===== config.mk =====
export PLATFORM = sky130hd
export DESIGN_NAME = ct_cp0_rst_inv_ctrl
export DESIGN_NICKNAME = d
export VERILOG_FILES = /design/src/rtl/ct_cp0_rst_pkg.sv /design/src/rtl/ct_cp0_rst_idx_cnt.sv /design/src/rtl/ct_cp0_rst_inv_ctrl.sv
export SDC_FILE = /design/constraint.sdc
export NUM_CORES = 1
export LEC_CHECK = 0
export BUFFER_PORTS_ARGS = -buffer_cell sky130_fd_sc_hd__buf_2
export CELL_PAD_IN_SITES_DETAIL_PLACEMENT = 1
export CELL_PAD_IN_SITES_GLOBAL_PLACEMENT = 1
export CORE_MARGIN = 10
export CORE_UTILIZATION = 35
export CTS_CLUSTER_DIAMETER = 80
export DETAILED_ROUTE_END_ITERATION = 8
export PLACE_DENSITY = 0.88
export SYNTH_ARGS = -nofsm -noshare
export SYNTH_HDL_FRONTEND = slang
export SYNTH_SLANG_ARGS = --single-unit

===== constraint.sdc =====
create_clock -name vec_sm_clk -period 2.3 [get_ports vec_sm_clk]
set_clock_uncertainty 0.15 [all_clocks]
set_input_delay 0.115 -clock vec_sm_clk [delete_from_list [all_inputs] [get_ports vec_sm_clk]]
set_output_delay 0.115 -clock vec_sm_clk [all_outputs]
set_load 0.005 [all_outputs]

===== src/rtl/ct_cp0_rst_pkg.sv =====
// Shared state encodings and default widths for the CP0 reset-invalidate slice.
// Optional macro CT_CP0_RST_BHT_INV_EN adds the one-hot BHTINV state bit.
package ct_cp0_rst_pkg;

   localparam int RST_INDEX_WIDTH = 8;
   localparam int RST_PC_WIDTH    = 40;

`ifdef CT_CP0_RST_BHT_INV_EN
   localparam int RST_STATE_WIDTH = 4;
`else
   localparam int RST_STATE_WIDTH = 3;
`endif

   localparam logic [RST_STATE_WIDTH-1:0] RST_IDLE  = RST_STATE_WIDTH'(3'b001);
   localparam logic [RST_STATE_WIDTH-1:0] RST_ICINV = RST_STATE_WIDTH'(3'b010);
   localparam logic [RST_STATE_WIDTH-1:0] RST_DONE  = RST_STATE_WIDTH'(3'b100);
`ifdef CT_CP0_RST_BHT_INV_EN
   localparam logic [RST_STATE_WIDTH-1:0] RST_BHTINV = RST_STATE_WIDTH'(4'b1000);
`endif

   typedef enum logic [RST_STATE_WIDTH-1:0] {
      ST_IDLE   = RST_IDLE,
      ST_ICINV  = RST_ICINV,
`ifdef CT_CP0_RST_BHT_INV_EN
      ST_BHTINV = RST_BHTINV,
`endif
      ST_DONE   = RST_DONE
   } rst_state_e;

   // Walk states that keep the vector state-machine clock running.
   function automatic logic rst_state_busy(input rst_state_e s);
`ifdef CT_CP0_RST_BHT_INV_EN
      return (s == ST_ICINV) || (s == ST_BHTINV);
`else
      return (s == ST_ICINV);
`endif
   endfunction

endpackage


===== src/rtl/ct_cp0_rst_idx_cnt.sv =====
// I-cache set-index counter for the reset walk: clear-to-zero, grant increment,
// and an all-ones terminal flag so the counter never wraps.
module ct_cp0_rst_idx_cnt
   import ct_cp0_rst_pkg::*;
#(
   parameter int INDEX_WIDTH = RST_INDEX_WIDTH
) (
   input  logic                   vec_sm_clk,
   input  logic                   cpurst_b,
   input  logic                   cnt_clr,
   input  logic                   cnt_inc,
   output logic [INDEX_WIDTH-1:0] cnt_index,
   output logic                   cnt_last
);

   logic [INDEX_WIDTH-1:0] index_reg;

   always_ff @(posedge vec_sm_clk or negedge cpurst_b) begin
      if (!cpurst_b) begin
         index_reg <= '0;
      end else if (cnt_clr) begin
         index_reg <= '0;
      end else if (cnt_inc && !cnt_last) begin
         index_reg <= index_reg + INDEX_WIDTH'(1);
      end
   end

   assign cnt_index = index_reg;
   assign cnt_last  = &index_reg;

endmodule


===== src/rtl/ct_cp0_rst_inv_ctrl.sv =====
// CP0 responder to the IFU vector reset handshake: walks every I-cache index,
// then signals done; captures the reset vector base. Optional macro: CT_CP0_RST_BHT_INV_EN.
module ct_cp0_rst_inv_ctrl
   import ct_cp0_rst_pkg::*;
#(
   parameter int INDEX_WIDTH = RST_INDEX_WIDTH,
   parameter int PC_WIDTH    = RST_PC_WIDTH
) (
   input  logic                   vec_sm_clk,
   input  logic                   cpurst_b,
   input  logic                   ifu_cp0_rst_inv_req,
   input  logic                   ifu_cp0_rst_mrvbr_req,
   input  logic [PC_WIDTH-1:0]    pad_cpu_rvba,
   input  logic                   icache_cp0_inv_grant,
`ifdef CT_CP0_RST_BHT_INV_EN
   input  logic                   bht_cp0_inv_done,
   output logic                   cp0_bht_inv_req,
`endif
   output logic                   cp0_ifu_rst_inv_done,
   output logic [PC_WIDTH-1:0]    cp0_ifu_rvbr,
   output logic                   cp0_icache_inv_req,
   output logic [INDEX_WIDTH-1:0] cp0_icache_inv_index,
   output logic                   cp0_rst_inv_busy
);

   rst_state_e             state_reg;
   rst_state_e             state_next;
   logic                   idx_clr;
   logic                   idx_inc;
   logic                   idx_last;
   logic [INDEX_WIDTH-1:0] idx_value;
   logic [PC_WIDTH-1:0]    rvbr_reg;

   ct_cp0_rst_idx_cnt #(
      .INDEX_WIDTH (INDEX_WIDTH)
   ) u_idx_cnt (
      .vec_sm_clk (vec_sm_clk),
      .cpurst_b   (cpurst_b),
      .cnt_clr    (idx_clr),
      .cnt_inc    (idx_inc),
      .cnt_index  (idx_value),
      .cnt_last   (idx_last)
   );

   always_ff @(posedge vec_sm_clk or negedge cpurst_b) begin
      if (!cpurst_b) begin
         state_reg <= ST_IDLE;
      end else begin
         state_reg <= state_next;
      end
   end

   // A new request is only honoured from IDLE or DONE; mid-walk requests are dropped.
   always_comb begin
      state_next = state_reg;
      idx_clr    = 1'b0;
      idx_inc    = 1'b0;
      case (state_reg)
         ST_IDLE, ST_DONE: begin
            if (ifu_cp0_rst_inv_req) begin
               state_next = ST_ICINV;
               idx_clr    = 1'b1;
            end
         end
         ST_ICINV: begin
            if (icache_cp0_inv_grant) begin
               if (idx_last) begin
`ifdef CT_CP0_RST_BHT_INV_EN
                  state_next = ST_BHTINV;
`else
                  state_next = ST_DONE;
`endif
               end else begin
                  idx_inc = 1'b1;
               end
            end
         end
`ifdef CT_CP0_RST_BHT_INV_EN
         ST_BHTINV: begin
            if (bht_cp0_inv_done) begin
               state_next = ST_DONE;
            end
         end
`endif
         default: begin
            state_next = ST_IDLE;
         end
      endcase
   end

   // The reload is independent of the walk; a micro-reset without mrvbr keeps rvbr.
   always_ff @(posedge vec_sm_clk or negedge cpurst_b) begin
      if (!cpurst_b) begin
         rvbr_reg <= '0;
      end else if (ifu_cp0_rst_mrvbr_req) begin
         rvbr_reg <= {pad_cpu_rvba[PC_WIDTH-1:1], 1'b0};
      end
   end

   assign cp0_ifu_rst_inv_done = (state_reg == ST_DONE);
   assign cp0_ifu_rvbr         = rvbr_reg;
   assign cp0_icache_inv_req   = (state_reg == ST_ICINV);
   assign cp0_icache_inv_index = idx_value;
   assign cp0_rst_inv_busy     = rst_state_busy(state_reg);
`ifdef CT_CP0_RST_BHT_INV_EN
   assign cp0_bht_inv_req      = (state_reg == ST_BHTINV);
`endif

endmodule


==> results.py, run 1 <==
metrics = {
    "placed_design": {
        "dp_hpwl_um": 4746,
        "io_buffers": 93,
        "gp_congestion": 0.7819,
        "dp_cells": 315,
    },
    "cts": {
        "clock_sinks": 50,
        "clk_latency_ps": 300,
        "clock-root-buffer": "clkbuf_8",
        "cts_tree": "yes",
        "clk_pin_slew_ps": 90,
        "htree_levels": 2,
        "ctsLongestPathBuffers": 2,
        "cts_made_buffers": 5,
    },
    "yosys": {
        "netlist_instances": 152,
        "synth_top_cell_area_share_pct": 58.79,
        "synth_nets": 198,
        "ys.warnings.count": 0,
        "synth_seq_area_share_pct": 60.05,
        "yosys.area.top_type": "dfrtp_1",
        "postSynthAreaPerCell_um2": 13.72,
        "ys_ff_latch": 50,
        "synth_cell_type_count": 37,
        "netlist_area_um2": 2086,
        "synth.area.top_cells": "dfrtp_1 59%, mux2_2 21%, mux2i_1 1.4%",
    },
    "pwr": {
        "ir_worst_vdd_mv": 0.4140,
        "swShare_pct": 27.57,
        "internal-power_mw": 1.559,
        "clkPwrFrac_pct": 28.6,
        "seqPwrFrac_pct": 49.5,
        "p_leak_nw": 1.491,
        "power.switching_mw": 0.5934,
        "p_per_area_nw_per_um2": 684.2,
        "p_comb_share_pct": 21.8,
        "power_mw": 2.152,
    },
    "timing": {
        "final-setup-viol-count": 0,
        "fmax_mhz": 566.2,
        "tightest_slew_ps": 634.7,
        "fin_crit_sh_pct": 76.78,
        "maxSlewViolCount": 0,
        "slew_headroom_pct": 57.68,
        "rsz0062_at_grt": "false",
        "timing.setup.tns_ps": 0,
        "min_period_ps": 1766,
        "hold_violations": 0,
    },
    "floorplanning": {
        "die_width_um": 97.20,
        "die-height_um": 97.20,
        "initial_utilization_pct": 35.65,
        "die_area_um2": 9447,
        "rows": 28,
        "io_pins": 96,
        "coreArea_um2": 5851,
    },
    "run_status": {
        "outcome": "completed",
    },
    "min_path": {
        "min_path_type": "input pin to register",
    },
    "finish": {
        "final_util_pct": 53.76,
        "largest_reg_flops": 39,
        "drive_above_1_share_pct": 49.48,
        "fin_nets": 334,
        "fin_cells": 364,
        "area_growth_pct": 50.81,
        "antennaDiodeCount": 0,
    },
    "critical_path": {
        "cp.arrival_ps": 1810,
        "worstPathRequired_ps": 2340,
        "critPathMaxFanout": 6,
        "start_kind": "register",
        "endpoint_kind": "register",
        "worstSetupPathType": "register to register",
    },
    "job": {
        "maxCapViolations": 0,
    },
    "global_route": {
        "antenna_found_initial": 0,
        "grt_max_degree": 51,
        "first_global_vias": 2020,
        "grt_pass1_wl_um": 12250,
        "track_usage_pct": 16.17,
        "overflow": 0,
    },
    "route": {
        "drt-initial-drc-count": 42,
        "wl_per_cell_um": 20.89,
        "drc": 0,
        "final_antenna_net_count": 0,
        "first_pass_iters": 4,
        "via_count": 1813,
        "wirelength_um": 7604,
        "via_per_inst": 4.981,
    },
}
-- cell usage after synthesis --
cell type  instances
ha_1               1
nor3_1             4
nand4_1            1
buf_4              2
inv_1              4
o21a_1             1
o21bai_1           1
a211oi_1           1
nand3_1            3
conb_1             1
o2111a_1           1
dfrtp_1           49
nor2b_1            1
mux2_2            39
dfstp_2            1
o21ai_0            4
a21oi_1            2
nor2_1             5
clkbuf_1           4
nand2b_1           2
nand4bb_1          1
a31oi_1            3
a2111oi_0          1
nor4_1             1
or3b_4             1
a311oi_1           1
xnor2_1            1
and3_1             3
nand2_1            2
buf_2              1
nand3b_1           1
o22ai_1            1
a221oi_1           1
nor4bb_1           1
o31ai_1            1
mux2i_1            3
or4_1              2
-- layer usage --
layer  vias to the layer above  track usage (%)  routed length [um]
met3                         6            4.623                 527
met2                        67            27.83                3889
met5                         -                0                   0
li1                        826                -                   -
met4                         0            3.405                  65
met1                       914            19.49                3122
-- kinds of logic after synthesis --
group                      count (synthesis)  share of synthesized area [%]
muxes                                     42                          22.50
buffers and inverters                     11                          2.399
and+or+nand+nor                           28                          7.979
DFF                                       50                          60.05
other                                      1                         0.1798
adders and majority gates                  1                         0.5998
xor gates and xnor gates                   1                         0.4200
AOI/OAI and AO/OA                         18                          5.880
-- through the flow --
stage | hold slack, ps | setup slack (ps) | instance area (um^2)
2_1_floorplan | -330.6 | 645.7 | 2086
3_3_place_gp | 108.9 | 600.1 | 2625
3_5_place_dp | 114.3 | 536.8 | 2625
4_1_cts | 146.6 | 517.4 | 3146
5_1_grt | 159.2 | 294.2 | 3146
6_report | 161.6 | 534.0 | 3146
-- power by group through the flow --
stage               Combinational [mW]  Sequential [mW]  Clock [mW]
global placement                 0.391             1.06           0
floorplan                        0.202             1.07           0
finish                           0.470             1.07       0.616
CTS                              0.465             1.06       0.638
detailed placement               0.408             1.08           0
global route                     0.517             1.09       0.678
-- placed cells by master (no fill, tap or decap), types with 2 or more instances in the layout --
cell type,count
dlygate4sd3_1,41
nor2_1,5
o21ai_0,4
buf_4,2
clkbuf_8,5
mux2_2,39
and3_1,3
nand2_1,2
a31oi_1,3
buf_2,93
nand2b_1,2
nand3_1,3
or4_1,2
mux2i_1,3
inv_1,4
a21oi_1,2
dfrtp_1,49
nor3_1,4
-- path summary, 6_finish.rpt --
kind                                       from                endpoint  slack [ps]  depth (start not counted)
max in group asynchronous              cpurst_b        cp0_ifu_rvbr[25]        1240                          3
min reg2reg                    cp0_ifu_rvbr[30]        cp0_ifu_rvbr[30]         360                          1
min                        icache_cp0_inv_grant            state_reg[2]         160                          4
min in group asynchronous              cpurst_b        cp0_ifu_rvbr[13]         330                          3
max reg2reg                        state_reg[2]  u_idx_cnt.cnt_index[7]         530                          3
max                                state_reg[2]  u_idx_cnt.cnt_index[7]         530                          3
-- area by class of cell --
type / instances / area (um^2)
inverters: 4 / 15.01
multi-input cells: 91 / 783.3
clock inverters: 2 / 37.54
fillers: 635 / 2705
flip-flops and latches: 50 / 1252
repair buffers: 136 / 890.9
well taps: 75 / 93.84
clock buffers: 6 / 72.57
-- critical path: stages, from the launching register on --
cell and delay, ps:
dfrtp_1 450, nand4bb_1 300, or4_1 510, a221oi_1 250
-- repair_timing --
action | in CTS | in global routing
resized for setup | 0 | 0
endpoints found under the setup margin | 0 | 0
setup buffers | 0 | 0
hold buffers | 41 | 0
hold endpoints to repair | 89 | 0
No activity file was read; power rests on OpenSTA's default activity.
==> run 2: changes to the inputs <==
clock period = 1.8 ns   (was 2.3 ns; I/O delays follow)
==> run 2 against run 1 <==
  * Wire length increased by 7.5%
  * Sequential cell count unchanged
  * Combinational power increased by 44%
  * Power increased by 32%
  * Critical path depth unchanged
  * Register-to-register slack got worse by 460 ps
  * Cell count increased by 3.0%
  * Clock-buffer cell count unchanged
  * Critical path type unchanged
  * Critical endpoint is now state_reg[2]
  * Largest cell class unchanged
==> results.py, run 2 (synthesis gave the netlist of run 1 again) <==
metrics = {
    "floorplanning": {
        "die_area_um2": 9447,
        "io_pins": 96,
        "die_width_um": 97.20,
        "initial_utilization_pct": 35.65,
        "coreArea_um2": 5851,
        "rows": 28,
        "die-height_um": 97.20,
    },
    "route": {
        "wl_per_cell_um": 21.80,
        "via_count": 1878,
        "drc": 0,
        "drt-initial-drc-count": 74,
        "wirelength_um": 8175,
        "final_antenna_net_count": 0,
        "via_per_inst": 5.008,
        "first_pass_iters": 4,
    },
    "pwr": {
        "ir_worst_vdd_mv": 0.5124,
        "p_leak_nw": 1.557,
        "p_per_area_nw_per_um2": 863.9,
    },
    "critical_path": {
        "crit_path_cell_trace": "or3b_4 -> or4_4 -> o31ai_1",
        "start_kind": "register",
        "crit_family": "simple AND/OR/NAND/NOR gates",
        "endpoint_kind": "register",
        "worstSetupPathType": "register to register",
        "cp.arrival_ps": 1790,
        "critPathMaxFanout": 7,
        "critPathMaxStageDelay_ps": 540,
        "crit_slowest_cell": "or4_4",
        "crit_buf_inv": 0,
        "worstPathRequired_ps": 1860,
    },
    "timing": {
        "tightest_slew_ps": 482.2,
        "final-setup-viol-count": 0,
        "hold_slack_ps": 130.1,
        "slew_headroom_pct": 67.41,
        "min_period_ps": 1727,
        "hold_violations": 0,
        "timing.setup.tns_ps": 0,
        "rsz0062_at_grt": "false",
        "maxSlewViolCount": 0,
        "fin_crit_sh_pct": 95.94,
        "fmax_mhz": 579.1,
    },
    "placed_design": {
        "dpl_cell_area_um2": 2725,
        "io_buffers": 93,
        "gp_congestion": 0.7646,
        "dp_hpwl_um": 5008,
    },
    "finish": {
        "antennaDiodeCount": 0,
        "final_cell_mix": "93 x buf_2, 48 x dfrtp_1, 41 x dlygate4sd3_1, 39 x mux2_2, 11 x buf_4",
        "design_area_um2": 3283,
        "area_growth_pct": 57.41,
        "drive_above_1_share_pct": 53.00,
        "fin_nets": 345,
        "largest_reg_flops": 39,
        "mostFrequentLayoutCell": "buf_2",
    },
    "run_status": {
        "outcome": "completed",
    },
    "cts": {
        "clock_sinks": 50,
        "clk_pin_slew_ps": 90,
        "clock-root-buffer": "clkbuf_8",
        "cts_tree": "yes",
        "cts_made_buffers": 5,
        "clk_latency_ps": 300,
        "htree_levels": 2,
        "ctsLongestPathBuffers": 2,
    },
    "global_route": {
        "overflow": 0,
        "grt_max_degree": 40,
        "track_usage_pct": 16.49,
        "first_global_vias": 2090,
        "grt_pass1_wl_um": 12540,
        "antenna_found_initial": 0,
    },
    "min_path": {
        "min_path_type": "input pin to asynchronous set/reset pin",
    },
    "job": {
        "maxCapViolations": 0,
    },
}
## run 2: cell types whose count changed in the layout (fill, tap and decap cells not counted), sizes merged
cell	change
buf	+11
## run 2: metrics by stage
stage | cells | util (%) | worst slack (ps) | total power [mW]
6_report | 375 | 56.12 | 73.15 | 2.836
4_1_cts | 374 | 55.47 | 36.71 | 2.803
5_1_grt | 375 | 56.12 | 9.969 | 2.988
2_1_floorplan | 152 | - | 145.7 | 1.626
3_5_place_dp | 325 | 46.58 | 61.38 | 1.939
3_3_place_gp | 325 | 46.58 | 132.4 | 1.892
## run 2: area by class of cell
| class | count | area [um^2] |
|---|---|---|
| clock buffers | 6 | 72.57 |
| repair buffers | 147 | 998.5 |
| clock inverters | 2 | 37.54 |
| inverters | 4 | 15.01 |
| fillers | 621 | 2567 |
| flip-flops and latches | 50 | 1254 |
| multi-input cells | 91 | 812.0 |
| well taps | 75 | 93.84 |
## run 2: routing by layer
layer	routed length [um]	up-vias	global-route usage, %
met4	84	0	3.632
met1	3249	952	18.62
met3	524	8	4.623
met5	0	-	0
met2	4316	74	29.89
li1	-	844	-
## run 2: report_power, final
| part | internal (mW) | leakage (nW) | total, mW | switching [mW] |
|---|---|---|---|---|
| Clock | 0.415 | 0.0514 | 0.784 | 0.369 |
| Sequential | 1.26 | 0.603 | 1.37 | 0.116 |
| Combinational | 0.368 | 0.903 | 0.678 | 0.310 |
| Total | 2.04 | 1.56 | 2.84 | 0.795 |
## run 2: worst paths after layout
kind / depth (start not counted) / slack, ps / to / start
setup reg to reg: 3 / 70 / state_reg[2] / state_reg[1]
hold / removal: 2 / 130 / cp0_ifu_rvbr[13] / cpurst_b
setup / recovery: 3 / 70 / state_reg[2] / state_reg[1]
max in group asynchronous: 3 / 830 / cp0_ifu_rvbr[3] / cpurst_b
min in group vec_sm_clk: 4 / 130 / u_idx_cnt.cnt_index[3] / icache_cp0_inv_grant
hold reg to reg: 1 / 360 / cp0_ifu_rvbr[29] / cp0_ifu_rvbr[29]
## run 2: worst reg2reg max path, cell delays in order, from the launching register on
cell and delay (ps):
dfrtp_2 450, or3b_4 430, or4_4 540, o31ai_1 70
## run 2: repair_timing
action / CTS / global route
setup buffers: 0 / 1
endpoints found under the hold margin: 90 / 0
hold buffers: 41 / 0
endpoints found under the setup margin: 0 / 7
resized for setup: 0 / 8
==> run 3: changes to the inputs <==
ABC_AREA = 1   (was default)
PLACE_DENSITY = 0.89   (was 0.88)
==> run 3 against run 2 <==
  * Global-route usage is 2.2 points lower
  * Sequential share of layout area is 0.51 points higher
  * Combinational power is 5.9% lower
  * Power is 2.3% lower
  * Clock power hardly changed
  * Worst hold slack better by 8.0 ps
  * Sequential cell count stayed put
  * Core utilization is 1.8 points lower
  * Critical endpoint is now u_idx_cnt.cnt_index[7]
  * Synthesized cell count is 20% higher
  * Setup slack better by 170 ps
  * Non-clock buffer count is 9 lower
  * Largest power group unchanged
==> results.py, run 3 <==
metrics = {
    "timing": {
        "fin_ws_ps": 246.0,
        "fmax_mhz": 643.5,
        "min_period_ps": 1554,
        "final-setup-viol-count": 0,
        "maxSlewViolCount": 0,
        "rsz0062_at_grt": "false",
        "timing.setup.tns_ps": 0,
        "hold_violations": 0,
        "hold_slack_ps": 138.1,
        "fin_crit_sh_pct": 86.33,
    },
    "yosys": {
        "async_flop_share_pct": 100.0,
        "synthFlopType": "dfrtp_1",
        "yosys.area.top_type": "dfrtp_1",
        "synth_edf_count": 0,
        "synth_cell_type_count": 23,
        "yosysMostFrequentCell": "dfrtp_1",
        "synth_top_cell_area_share_pct": 57.11,
        "postSynthAreaPerCell_um2": 11.73,
        "synth_nets": 229,
        "synth_commonest_cells": "49 x dfrtp_1, 39 x mux2_2, 32 x nand2_1",
        "netlist_area_um2": 2147,
        "synth.area.top_cells": "dfrtp_1 57%, mux2_2 20%, nand2_1 5.6%",
        "ys.warnings.count": 0,
        "netlist_instances": 183,
        "ys_ff_latch": 50,
        "synth_seq_area_share_pct": 58.33,
    },
    "cts": {
        "clock_sinks": 50,
        "clock-root-buffer": "clkbuf_8",
        "clk_pin_slew_ps": 90,
        "htree_levels": 2,
        "cts_setup_buffers": 0,
        "ctsLongestPathBuffers": 2,
        "cts_tree": "yes",
        "clk_latency_ps": 300,
        "cts_made_buffers": 5,
    },
    "floorplanning": {
        "initial_utilization_pct": 36.05,
        "coreArea_um2": 5956,
        "rows": 28,
        "die-height_um": 98.32,
        "die_width_um": 98.32,
        "die_area_um2": 9667,
        "io_pins": 96,
    },
    "critical_path": {
        "crit_slowest_cell": "dfrtp_1",
        "crit_family": "simple AND/OR/NAND/NOR gates",
        "worstPathRequired_ps": 1890,
        "endpoint_kind": "register",
        "critPathMaxFanout": 7,
        "worstSetupPathType": "register to register",
        "start_kind": "register",
        "critPathMaxStageDelay_ps": 430,
        "crit_path_cell_trace": "ha_2 -> nand3_1 -> nor2_1 -> nor2_2 -> nand4_1 -> nand2_1",
        "cp.arrival_ps": 1650,
        "crit_buf_inv": 0,
    },
    "route": {
        "via_per_inst": 4.676,
        "first_pass_iters": 4,
        "drc": 0,
        "drt-initial-drc-count": 26,
        "wl_per_cell_um": 17.30,
        "via_count": 1861,
        "wirelength_um": 6885,
        "final_antenna_net_count": 0,
    },
    "global_route": {
        "overflow": 0,
        "antenna_found_initial": 0,
        "grt_pass1_wl_um": 11340,
        "grt_max_degree": 28,
        "first_global_vias": 2121,
        "track_usage_pct": 14.29,
    },
    "pwr": {
        "power_mw": 2.772,
        "internal-power_mw": 1.994,
        "seqPwrFrac_pct": 48.7,
        "p_leak_nw": 1.625,
        "p_comb_share_pct": 23.0,
        "swShare_pct": 28.06,
        "p_per_area_nw_per_um2": 856.3,
        "power.switching_mw": 0.7778,
        "ir_worst_vdd_mv": 0.4576,
        "clkPwrFrac_pct": 28.3,
    },
    "placed_design": {
        "io_buffers": 93,
        "place_ws_ps": 168.5,
        "gp_congestion": 0.8411,
        "dp_hpwl_um": 4610,
        "dpl_cell_area_um2": 2701,
    },
    "finish": {
        "antennaDiodeCount": 0,
        "area_growth_pct": 50.76,
        "drive_above_1_share_pct": 46.75,
        "nFillCells": 669,
        "final_cell_mix": "93 x buf_2, 49 x dfrtp_1, 42 x dlygate4sd3_1, 39 x mux2_2, 32 x nand2_1",
        "fin_nets": 368,
        "multi_input_area_um2": 789.5,
        "largest_reg_flops": 39,
        "seq_area_um2": 1252,
        "mostFrequentLayoutCell": "buf_2",
        "design_area_um2": 3237,
    },
    "job": {
        "maxCapViolations": 0,
    },
    "run_status": {
        "outcome": "completed",
    },
    "min_path": {
        "min_path_type": "input pin to asynchronous set/reset pin",
    },
}
-- run 3: per-layer routing --
layer  up-vias  track usage, %  share of wire, %
li1        875               -                 -
met1       903           15.78                41
met2        73           25.47                50
met3        10           5.004               6.9
met4         0           3.528               1.4
met5         -               0                 0
-- run 3: cells by family (layout without fill, tap and decap cells) --
logic type | Yosys count | count (layout) | share of synthesized area (%)
compound gates | 5 | 5 | 1.224
xor+xnor | 3 | 3 | 1.224
fa+ha+maj | 1 | 1 | 0.5827
buf+inv | 24 | 164 | 5.012
flops | 50 | 50 | 58.33
mux | 39 | 39 | 20.45
other cells | 1 | 1 | 0.1747
simple gates | 60 | 60 | 13.00
-- run 3: worst paths after layout --
| path | from | to | slack (ps) | cells past startpoint |
|---|---|---|---|---|
| max in group asynchronous | cpurst_b | state_reg[0] | 720 | 3 |
| min in group vec_sm_clk | ifu_cp0_rst_mrvbr_req | cp0_ifu_rvbr[35] | 140 | 2 |
| hold reg to reg | cp0_ifu_rvbr[21] | cp0_ifu_rvbr[21] | 360 | 1 |
| hold / removal | cpurst_b | cp0_ifu_rvbr[32] | 140 | 2 |
| setup reg to reg | u_idx_cnt.cnt_index[0] | u_idx_cnt.cnt_index[7] | 250 | 6 |
| setup / recovery | u_idx_cnt.cnt_index[0] | u_idx_cnt.cnt_index[7] | 250 | 6 |
-- run 3: power by group through the flow --
| stage | Combinational (mW) | Clock (mW) | Sequential [mW] |
|---|---|---|---|
| finish | 0.638 | 0.785 | 1.35 |
| global route | 0.711 | 0.872 | 1.37 |
| CTS | 0.640 | 0.831 | 1.34 |
| detailed placement | 0.567 | 0 | 1.36 |
| global placement | 0.549 | 0 | 1.35 |
| floorplan | 0.294 | 0 | 1.36 |
-- run 3: cell type report --
cell class	instances	share of cell area, %
Sequential cell	50	38.69
Timing Repair Buffer	138	28.45
Multi-Input combinational cell	109	24.39
Tap cell	75	2.899
Clock buffer	5	2.126
Inverter	18	2.087
Clock inverter	3	1.353
-- run 3: timing repair --
action                                 4_1_cts  5_1_grt
endpoints found under the hold margin       61        0
setup endpoints to repair                    0        4
hold buffers                                42        0
resized for setup                            0        1
-- run 3: per-stage QoR --
| stage | util, % | std cells |
|---|---|---|
| after CTS | 54.31 | 398 |
| after floorplan | - | 183 |
| after detailed placement | 45.36 | 348 |
| after global routing | 54.35 | 398 |
| final | 54.35 | 398 |
| after global placement | 45.36 | 348 |
